--- src/rtl/exu_pkg.sv ---
// Shared definitions for the execution-unit arbiter: op bit positions,
// exception codes, sequencer states and the op-legality check.
package exu_pkg;

  localparam int SIGW = 20;

  localparam int OP_MUL    = 0;
  localparam int OP_MULH   = 1;
  localparam int OP_MULHSU = 2;
  localparam int OP_MULHU  = 3;
  localparam int OP_DIV    = 4;
  localparam int OP_DIVU   = 5;
  localparam int OP_REM    = 6;
  localparam int OP_REMU   = 7;
  localparam int OP_FADD   = 8;
  localparam int OP_FSUB   = 9;
  localparam int OP_FMUL   = 10;
  localparam int OP_FDIV   = 11;
  localparam int OP_FEQ    = 12;
  localparam int OP_FLT    = 13;
  localparam int OP_FLE    = 14;
  localparam int OP_FSGNJ  = 15;
  localparam int OP_FSGNJN = 16;

  localparam logic [2:0] EXC_NONE    = 3'b000;
  localparam logic [2:0] EXC_TIMEOUT = 3'b110;
  localparam logic [2:0] EXC_ILLEGAL = 3'b111;

  typedef enum logic [1:0] {
    ST_IDLE  = 2'd0,
    ST_ISSUE = 2'd1,
    ST_WAIT  = 2'd2,
    ST_RESP  = 2'd3
  } state_t;

  // The EXU only answers ops with exactly one of the defined bits set.
  function automatic logic is_legal_sig(input logic [SIGW-1:0] sig);
    return (sig[SIGW-1:17] == '0) && $onehot(sig[16:0]);
  endfunction

endpackage

--- src/rtl/rr_arbiter.sv ---
// Combinational round-robin grant: the first requester at or above ptr,
// wrapping modulo NREQ, wins.
module rr_arbiter #(
  parameter int NREQ = 2,
  parameter int PW   = (NREQ > 1) ? $clog2(NREQ) : 1
) (
  input  logic [NREQ-1:0] req,
  input  logic [PW-1:0]   ptr,
  output logic [NREQ-1:0] grant,
  output logic [PW-1:0]   grant_idx,
  output logic            any
);

  // Walk from the farthest candidate back to ptr so the closest one wins.
  always_comb begin
    grant     = '0;
    grant_idx = '0;
    any       = 1'b0;
    for (int k = NREQ - 1; k >= 0; k--) begin
      if (req[(int'(ptr) + k) % NREQ]) begin
        grant                               = '0;
        grant[(int'(ptr) + k) % NREQ]       = 1'b1;
        grant_idx                           = PW'((int'(ptr) + k) % NREQ);
        any                                 = 1'b1;
      end
    end
  end

endmodule

--- src/rtl/exu_arbiter.sv ---
// Shares one multi-cycle execution unit between NREQ requesters, with one op
// in flight, illegal-op filtering and a watchdog against a silent EXU.
module exu_arbiter #(
  parameter int NREQ    = 2,
  parameter int SIGW    = 20,
  parameter int TIMEOUT = 100
) (
  input  logic                 clk,
  input  logic                 rst,
  input  logic [NREQ-1:0]      req_valid,
  input  logic [NREQ*SIGW-1:0] req_sig,
  input  logic [NREQ*32-1:0]   req_src1,
  input  logic [NREQ*32-1:0]   req_src2,
  output logic [NREQ-1:0]      req_ready,
  output logic [NREQ-1:0]      resp_valid,
  output logic [31:0]          resp_result,
  output logic [2:0]           resp_exception,
  output logic [SIGW-1:0]      ex_sig,
  output logic [31:0]          ex_src1,
  output logic [31:0]          ex_src2,
  output logic                 ex_out_valid,
  input  logic [31:0]          ex_result,
  input  logic [2:0]           ex_exception,
  input  logic                 ex_in_valid,
  output logic                 timeout_err,
  output logic                 busy
);
  import exu_pkg::*;

  localparam int PW = (NREQ > 1) ? $clog2(NREQ) : 1;
  localparam int WW = $clog2(TIMEOUT);
  // The watchdog starts at 0 in the first WAIT cycle, so this value at an
  // edge means TIMEOUT cycles have passed since the issue cycle began.
  localparam logic [WW-1:0] WDOG_LAST = WW'(TIMEOUT - 2);

  state_t          state_reg, state_next;
  logic [PW-1:0]   rr_ptr_reg;
  logic [PW-1:0]   owner_reg;
  logic [WW-1:0]   wdog_reg;

  logic [NREQ-1:0] grant;
  logic [PW-1:0]   grant_idx;
  logic            grant_any;
  logic [SIGW-1:0] sel_sig;
  logic [31:0]     sel_src1;
  logic [31:0]     sel_src2;
  logic            sel_legal;

  rr_arbiter #(
    .NREQ (NREQ),
    .PW   (PW)
  ) u_rr (
    .req       (req_valid),
    .ptr       (rr_ptr_reg),
    .grant     (grant),
    .grant_idx (grant_idx),
    .any       (grant_any)
  );

  assign sel_sig   = req_sig[grant_idx*SIGW +: SIGW];
  assign sel_src1  = req_src1[grant_idx*32 +: 32];
  assign sel_src2  = req_src2[grant_idx*32 +: 32];
  assign sel_legal = is_legal_sig(sel_sig);

  always_ff @(posedge clk or posedge rst) begin
    if (rst) begin
      state_reg <= ST_IDLE;
    end else begin
      state_reg <= state_next;
    end
  end

  always_comb begin
    state_next = state_reg;
    case (state_reg)
      ST_IDLE: begin
        if (grant_any) begin
          state_next = sel_legal ? ST_ISSUE : ST_RESP;
        end
      end
      ST_ISSUE: state_next = ST_WAIT;
      ST_WAIT: begin
        if (ex_in_valid || (wdog_reg == WDOG_LAST)) begin
          state_next = ST_RESP;
        end
      end
      ST_RESP: state_next = ST_IDLE;
      default: state_next = ST_IDLE;
    endcase
  end

  always_comb begin
    req_ready    = '0;
    resp_valid   = '0;
    ex_out_valid = 1'b0;
    busy         = (state_reg != ST_IDLE);
    case (state_reg)
      ST_IDLE:  if (!rst) req_ready = grant;
      ST_ISSUE: ex_out_valid = 1'b1;
      ST_RESP:  resp_valid[owner_reg] = 1'b1;
      default: ;
    endcase
  end

  // Operand, owner, watchdog and response registers.
  always_ff @(posedge clk or posedge rst) begin
    if (rst) begin
      rr_ptr_reg     <= '0;
      owner_reg      <= '0;
      wdog_reg       <= '0;
      ex_sig         <= '0;
      ex_src1        <= '0;
      ex_src2        <= '0;
      resp_result    <= '0;
      resp_exception <= EXC_NONE;
      timeout_err    <= 1'b0;
    end else begin
      case (state_reg)
        ST_IDLE: begin
          if (grant_any) begin
            ex_sig     <= sel_sig;
            ex_src1    <= sel_src1;
            ex_src2    <= sel_src2;
            owner_reg  <= grant_idx;
            rr_ptr_reg <= (grant_idx == PW'(NREQ - 1)) ? '0 : grant_idx + 1'b1;
            if (!sel_legal) begin
              resp_result    <= '0;
              resp_exception <= EXC_ILLEGAL;
            end
          end
        end
        ST_ISSUE: wdog_reg <= '0;
        ST_WAIT: begin
          // A real completion on the expiry edge takes priority.
          if (ex_in_valid) begin
            resp_result    <= ex_result;
            resp_exception <= ex_exception;
          end else if (wdog_reg == WDOG_LAST) begin
            resp_result    <= '0;
            resp_exception <= EXC_TIMEOUT;
            timeout_err    <= 1'b1;
          end else begin
            wdog_reg <= wdog_reg + 1'b1;
          end
        end
        default: ;
      endcase
    end
  end

endmodule

--- config.mk ---
export PLATFORM = sky130hd
export DESIGN_NAME = exu_arbiter
export DESIGN_NICKNAME = d
export VERILOG_FILES = /design/src/rtl/exu_pkg.sv /design/src/rtl/rr_arbiter.sv /design/src/rtl/exu_arbiter.sv
export SDC_FILE = /design/constraint.sdc
export NUM_CORES = 1
export LEC_CHECK = 0
export ABC_AREA = 1
export CORE_MARGIN = 2
export CORE_UTILIZATION = 45
export DETAILED_ROUTE_END_ITERATION = 7
export PLACE_DENSITY_LB_ADDON = 0.08
export SKIP_LAST_GASP = 1
export SLEW_MARGIN = 20
export SYNTH_ARGS = -nofsm -noshare
export SYNTH_HDL_FRONTEND = slang
export SYNTH_HIERARCHICAL = 1
export SYNTH_SLANG_ARGS = --single-unit
--- constraint.sdc ---
create_clock -name clk -period 7.7 [get_ports clk]
set_input_delay 1.54 -clock clk [delete_from_list [all_inputs] [get_ports clk]]
set_output_delay 1.54 -clock clk [all_outputs]
set_load 0.01 [all_outputs]
==> report_table.html <==
<table>
<tr><th>Metric</th><th>Value</th></tr>
<tr><th colspan="2">Synthesis</th></tr>
<tr><td>Net Count, Synth</td><td>1,075</td></tr>
<tr><td>Number of flip-flops and latches in the synthesized netlist</td><td>131</td></tr>
<tr><td>Gate count of the mapped netlist</td><td>846</td></tr>
<tr><td>Mean Syn Cell Area</td><td>8.49 um^2</td></tr>
<tr><td>Post-synthesis instance area</td><td>7180 um^2</td></tr>
<tr><td>Number of distinct standard cells referenced by the synthesized netlist</td><td>34</td></tr>
<tr><td>Post-synthesis sequential area ratio</td><td>45.7%</td></tr>
<tr><td>Total number of yosys warnings</td><td>6</td></tr>
<tr><th colspan="2">Timing</th></tr>
<tr><td>RSZ-0062 raised after global routing</td><td>no</td></tr>
<tr><td>Shortest period the worst path allows</td><td>6.73 ns</td></tr>
<tr><td>Timing-limited maximum frequency</td><td>149 MHz</td></tr>
<tr><td>Post-Route Skew</td><td>0.00774 ns</td></tr>
<tr><td>Final number of hold-violating endpoints</td><td>0</td></tr>
<tr><td>Sum of negative setup slack</td><td>0 ns</td></tr>
<tr><td>Final critical-path share of the clock period</td><td>87.4%</td></tr>
<tr><td>Relative slew slack</td><td>33.8%</td></tr>
<tr><td>Total count of max-transition violations in the final report</td><td>0</td></tr>
<tr><td>WHS</td><td>0.471 ns</td></tr>
<tr><td>Worst-margin pin slew</td><td>0.993 ns</td></tr>
<tr><td>Setup-failing EPs final</td><td>0</td></tr>
<tr><th colspan="2">Drt</th></tr>
<tr><td>Number of remaining DRC errors</td><td>0</td></tr>
<tr><td>Post-DR vias/cell</td><td>5.03</td></tr>
<tr><td>Number of DRC markers in iteration 0</td><td>427</td></tr>
<tr><td>Post-DR wirelength/cell</td><td>16.7 um</td></tr>
<tr><td>Total via count after detailed routing</td><td>6,943</td></tr>
<tr><td>Iteration count of the initial detailed-routing pass</td><td>5</td></tr>
<tr><td>Wire length reported by the detailed router</td><td>23,100 um</td></tr>
<tr><td>Count of nets left with antenna violations after detail routing</td><td>0</td></tr>
<tr><th colspan="2">Power and ir drop</th></tr>
<tr><td>Final Power</td><td>4.27 mW</td></tr>
<tr><td>Leakage power of the design</td><td>5.23 nW</td></tr>
<tr><td>IR drop worst, VDD</td><td>196 uV</td></tr>
<tr><td>P per Cell Area</td><td>386 nW/um^2</td></tr>
<tr><th colspan="2">Placement</th></tr>
<tr><td>Post-DP HPWL</td><td>16,400 um</td></tr>
<tr><td>Instance count after placement with tap cells included</td><td>1,349</td></tr>
<tr><td>GPL Wtd Cong</td><td>0.832</td></tr>
<tr><td>IO buf count</td><td>333</td></tr>
<tr><th colspan="2">Final layout</th></tr>
<tr><td>Synthesis-to-layout area growth</td><td>54.1%</td></tr>
<tr><td>Share of layout cells above drive strength 1</td><td>10.1%</td></tr>
<tr><td>Largest registers</td><td>ex_src1 x32, ex_src2 x32, resp_result x32</td></tr>
<tr><td>Post-layout net count</td><td>1,381</td></tr>
<tr><td>Final core utilization</td><td>70.4%</td></tr>
<tr><td>Count of non-filler cells in the finished layout</td><td>1,380</td></tr>
<tr><th colspan="2">Worst hold path</th></tr>
<tr><td>Path class of the lowest-slack min-delay path</td><td>reg2reg</td></tr>
<tr><td>Worst Hold Path EP</td><td>timeout_err</td></tr>
<tr><td>Start point of the worst min-delay path</td><td>timeout_err</td></tr>
<tr><td>Worst Hold Depth</td><td>2</td></tr>
<tr><th colspan="2">Floorplan</th></tr>
<tr><td>Die Ht</td><td>130 um</td></tr>
<tr><td>Number of standard-cell rows in the floorplan</td><td>46</td></tr>
<tr><td>Initial Util</td><td>45.7%</td></tr>
<tr><td>Area of the core</td><td>15,700 um^2</td></tr>
<tr><td>Area of the die</td><td>17,000 um^2</td></tr>
<tr><td>Die boundary width</td><td>130 um</td></tr>
<tr><td>Number of placed I/O pins</td><td>334</td></tr>
<tr><th colspan="2">Critical path</th></tr>
<tr><td>Data required time at the worst endpoint</td><td>8.04 ns</td></tr>
<tr><td>List of cells traversed by the critical path</td><td>clkdlybuf4s50_1 -&gt; inv_1 -&gt; nor2_4 -&gt; buf_4 -&gt; mux2i_1 -&gt; fa_1 -&gt; fa_1 -&gt; fa_1 -&gt; fa_1 -&gt; inv_1 -&gt; fa_1 -&gt; fa_1 -&gt; nor3_1 -&gt; nand2_1 -&gt; nor2_2 -&gt; nand2_4 -&gt; nand2_8 -&gt; nand2_1 -&gt; nand2_1</td></tr>
<tr><td>Largest stage delay on the critical path</td><td>0.52 ns</td></tr>
<tr><td>Capturing element type of the critical path</td><td>flop</td></tr>
<tr><td>Critical R2R Launch</td><td>rr_ptr_reg</td></tr>
<tr><td>Buffers and inverters on the worst path</td><td>4</td></tr>
<tr><td>Worst-case reg-to-reg path depth</td><td>18</td></tr>
<tr><td>Critical path's slowest cell</td><td>sky130_fd_sc_hd__fa_1</td></tr>
<tr><td>Highest fanout seen on the critical path</td><td>35</td></tr>
<tr><td>RR Endpoint</td><td>resp_result[0]</td></tr>
<tr><td>Element type at the critical path start</td><td>primary input</td></tr>
<tr><td>Most numerous cell on the critical path</td><td>sky130_fd_sc_hd__fa_1</td></tr>
<tr><td>Cell family with most CP delay</td><td>adder cells</td></tr>
<tr><td>CP Class</td><td>in2reg</td></tr>
<tr><td>Slack of the worst reg-to-reg path</td><td>2.14 ns</td></tr>
<tr><td>Arrival time at the worst endpoint</td><td>7.07 ns</td></tr>
<tr><th colspan="2">Clock network</th></tr>
<tr><td>CTS tree</td><td>done</td></tr>
<tr><td>Number of hold buffers added after cts</td><td>0</td></tr>
<tr><td>Num Clock Sinks</td><td>131</td></tr>
<tr><td>Total CTS buffers</td><td>17</td></tr>
<tr><td>Library cell used as clock root buffer</td><td>sky130_fd_sc_hd__clkbuf_16</td></tr>
<tr><td>Insertion delay to the later sink of the worst-skew pair</td><td>0.41 ns</td></tr>
<tr><td>Post-CTS Repair Setup Buffers</td><td>0</td></tr>
<tr><td>Clock-pin slew on the worst setup and hold paths</td><td>0.06 ns</td></tr>
<tr><td>Max Root-Sink Buffers</td><td>2</td></tr>
<tr><td>Number of gates given a new drive strength after cts</td><td>0</td></tr>
<tr><td>Count of H-tree levels built during CTS</td><td>4</td></tr>
<tr><th colspan="2">GRT</th></tr>
<tr><td>Remaining global-route overflow</td><td>0</td></tr>
<tr><td>Via count of the first global-routing pass</td><td>6,717</td></tr>
<tr><td>GRT Resource Usage Total</td><td>26.9%</td></tr>
<tr><td>Antenna violations before repair</td><td>1</td></tr>
<tr><td>Global-route wire length before repair</td><td>35,200 um</td></tr>
<tr><td>Pin count of the biggest net entering global routing</td><td>98</td></tr>
<tr><th colspan="2">Status</th></tr>
<tr><td>Result of the run</td><td>completed</td></tr>
<tr><th colspan="2">Flow run</th></tr>
<tr><td>Max-cap check violation count</td><td>0</td></tr>
</table>
[routing by layer]
metal	global-route usage [%]	vias to the layer above	routed length, um
li1	-	3351	-
met1	33.0	3296	8990
met2	45.0	258	11600
met3	9.43	38	1950
met4	8.10	0	518
met5	0	-	0
[cell type report]
class,count,area [um^2]
multi-input combinational,587,3330
tap,216,270
fill,1259,4650
clock buffer,23,468
timing repair buffer,342,3400
sequential,131,3280
antenna,1,2.50
clock inverter,7,35.0
inverter,73,282
[synthesized netlist by cell type]
master	n	area, um^2
sky130_fd_sc_hd__a21boi_0	1	7.51
sky130_fd_sc_hd__a21oi_1	1	5.00
sky130_fd_sc_hd__a31oi_1	9	56.3
sky130_fd_sc_hd__buf_1	5	18.8
sky130_fd_sc_hd__buf_12	3	60.1
sky130_fd_sc_hd__buf_2	28	140
sky130_fd_sc_hd__buf_4	4	30.0
sky130_fd_sc_hd__buf_6	1	11.3
sky130_fd_sc_hd__clkbuf_1	14	52.6
sky130_fd_sc_hd__clkinv_1	1	3.75
sky130_fd_sc_hd__dfrtp_1	131	3280
sky130_fd_sc_hd__fa_1	11	220
sky130_fd_sc_hd__ha_1	10	125
sky130_fd_sc_hd__inv_1	69	259
sky130_fd_sc_hd__inv_2	3	11.3
sky130_fd_sc_hd__mux2i_1	9	90.1
sky130_fd_sc_hd__nand2_1	152	571
sky130_fd_sc_hd__nand2_2	30	188
sky130_fd_sc_hd__nand2_4	35	394
sky130_fd_sc_hd__nand2_8	1	20.0
sky130_fd_sc_hd__nand3_1	232	1160
sky130_fd_sc_hd__nand3_4	1	17.5
sky130_fd_sc_hd__nand4_1	3	18.8
sky130_fd_sc_hd__nor2_1	60	225
sky130_fd_sc_hd__nor2_2	2	12.5
sky130_fd_sc_hd__nor2_4	2	22.5
sky130_fd_sc_hd__nor2_8	2	40.0
sky130_fd_sc_hd__nor3_1	2	10.0
sky130_fd_sc_hd__o21a_1	1	7.51
sky130_fd_sc_hd__o21ai_0	17	85.1
sky130_fd_sc_hd__o21ai_1	2	10.0
sky130_fd_sc_hd__o31ai_1	1	7.51
sky130_fd_sc_hd__or2_2	2	12.5
sky130_fd_sc_hd__or2_4	1	8.76
[worst min-delay path: cells and delay by family (launching register included)]
family | cells | cell delay (ns)
buffers and inverters | 1 | 0.05
AOI/OAI and AO/OA | 1 | 0.05
DFF | 1 | 0.34
[through the flow]
stage	area, um^2	worst slack (ns)
floorplan	7180	1.39
global placement	10600	0.649
detailed placement	10600	0.549
CTS	11100	0.952
global route	11100	0.555
finish	11100	0.971
[worst max-delay path by stage]
| stage | startpoint | end | slack, ns | cells past startpoint |
|---|---|---|---|---|
| after floorplan | req_valid[0] | resp_result[29] | 1.39 | 24 |
| after global placement | req_valid[1] | resp_exception[1] | 0.65 | 19 |
| after CTS | req_valid[1] | resp_result[0] | 0.95 | 19 |
| after detailed placement | req_valid[1] | resp_result[0] | 0.55 | 19 |
| final | req_valid[1] | resp_result[0] | 0.97 | 19 |
| after global routing | req_valid[0] | resp_exception[1] | 0.55 | 20 |
[logic make-up after synthesis]
kind of cell,share of synthesized area (%)
flip-flops,45.7
AO/OA/AOI/OAI,2.49
adder cells (fa/ha/maj),4.81
AND/OR/NAND/NOR,37.6
multiplexers,1.25
buffers and inverters,8.17
[power breakdown]
group	switching (mW)	internal, mW
Combinational	1.24	1.07
Sequential	0.232	1.01
Clock	0.288	0.420
Total	1.76	2.51
[cell usage in the layout (no fill, tap or decap), drive strengths merged]
cell type / instances
nand3: 233
mux2i: 9
o31ai: 1
buf: 9
a31oi: 9
o21a: 1
inv: 72
or2: 3
a21oi: 1
nand4: 3
dfrtp: 131
a21boi: 1
clkdlybuf4s50: 333
clkinv: 8
o21ai: 19
diode: 1
clkbuf: 23
fa: 11
ha: 10
nand2: 218
nor2: 66
nor3: 2
(Power assumes the default switching activity.)
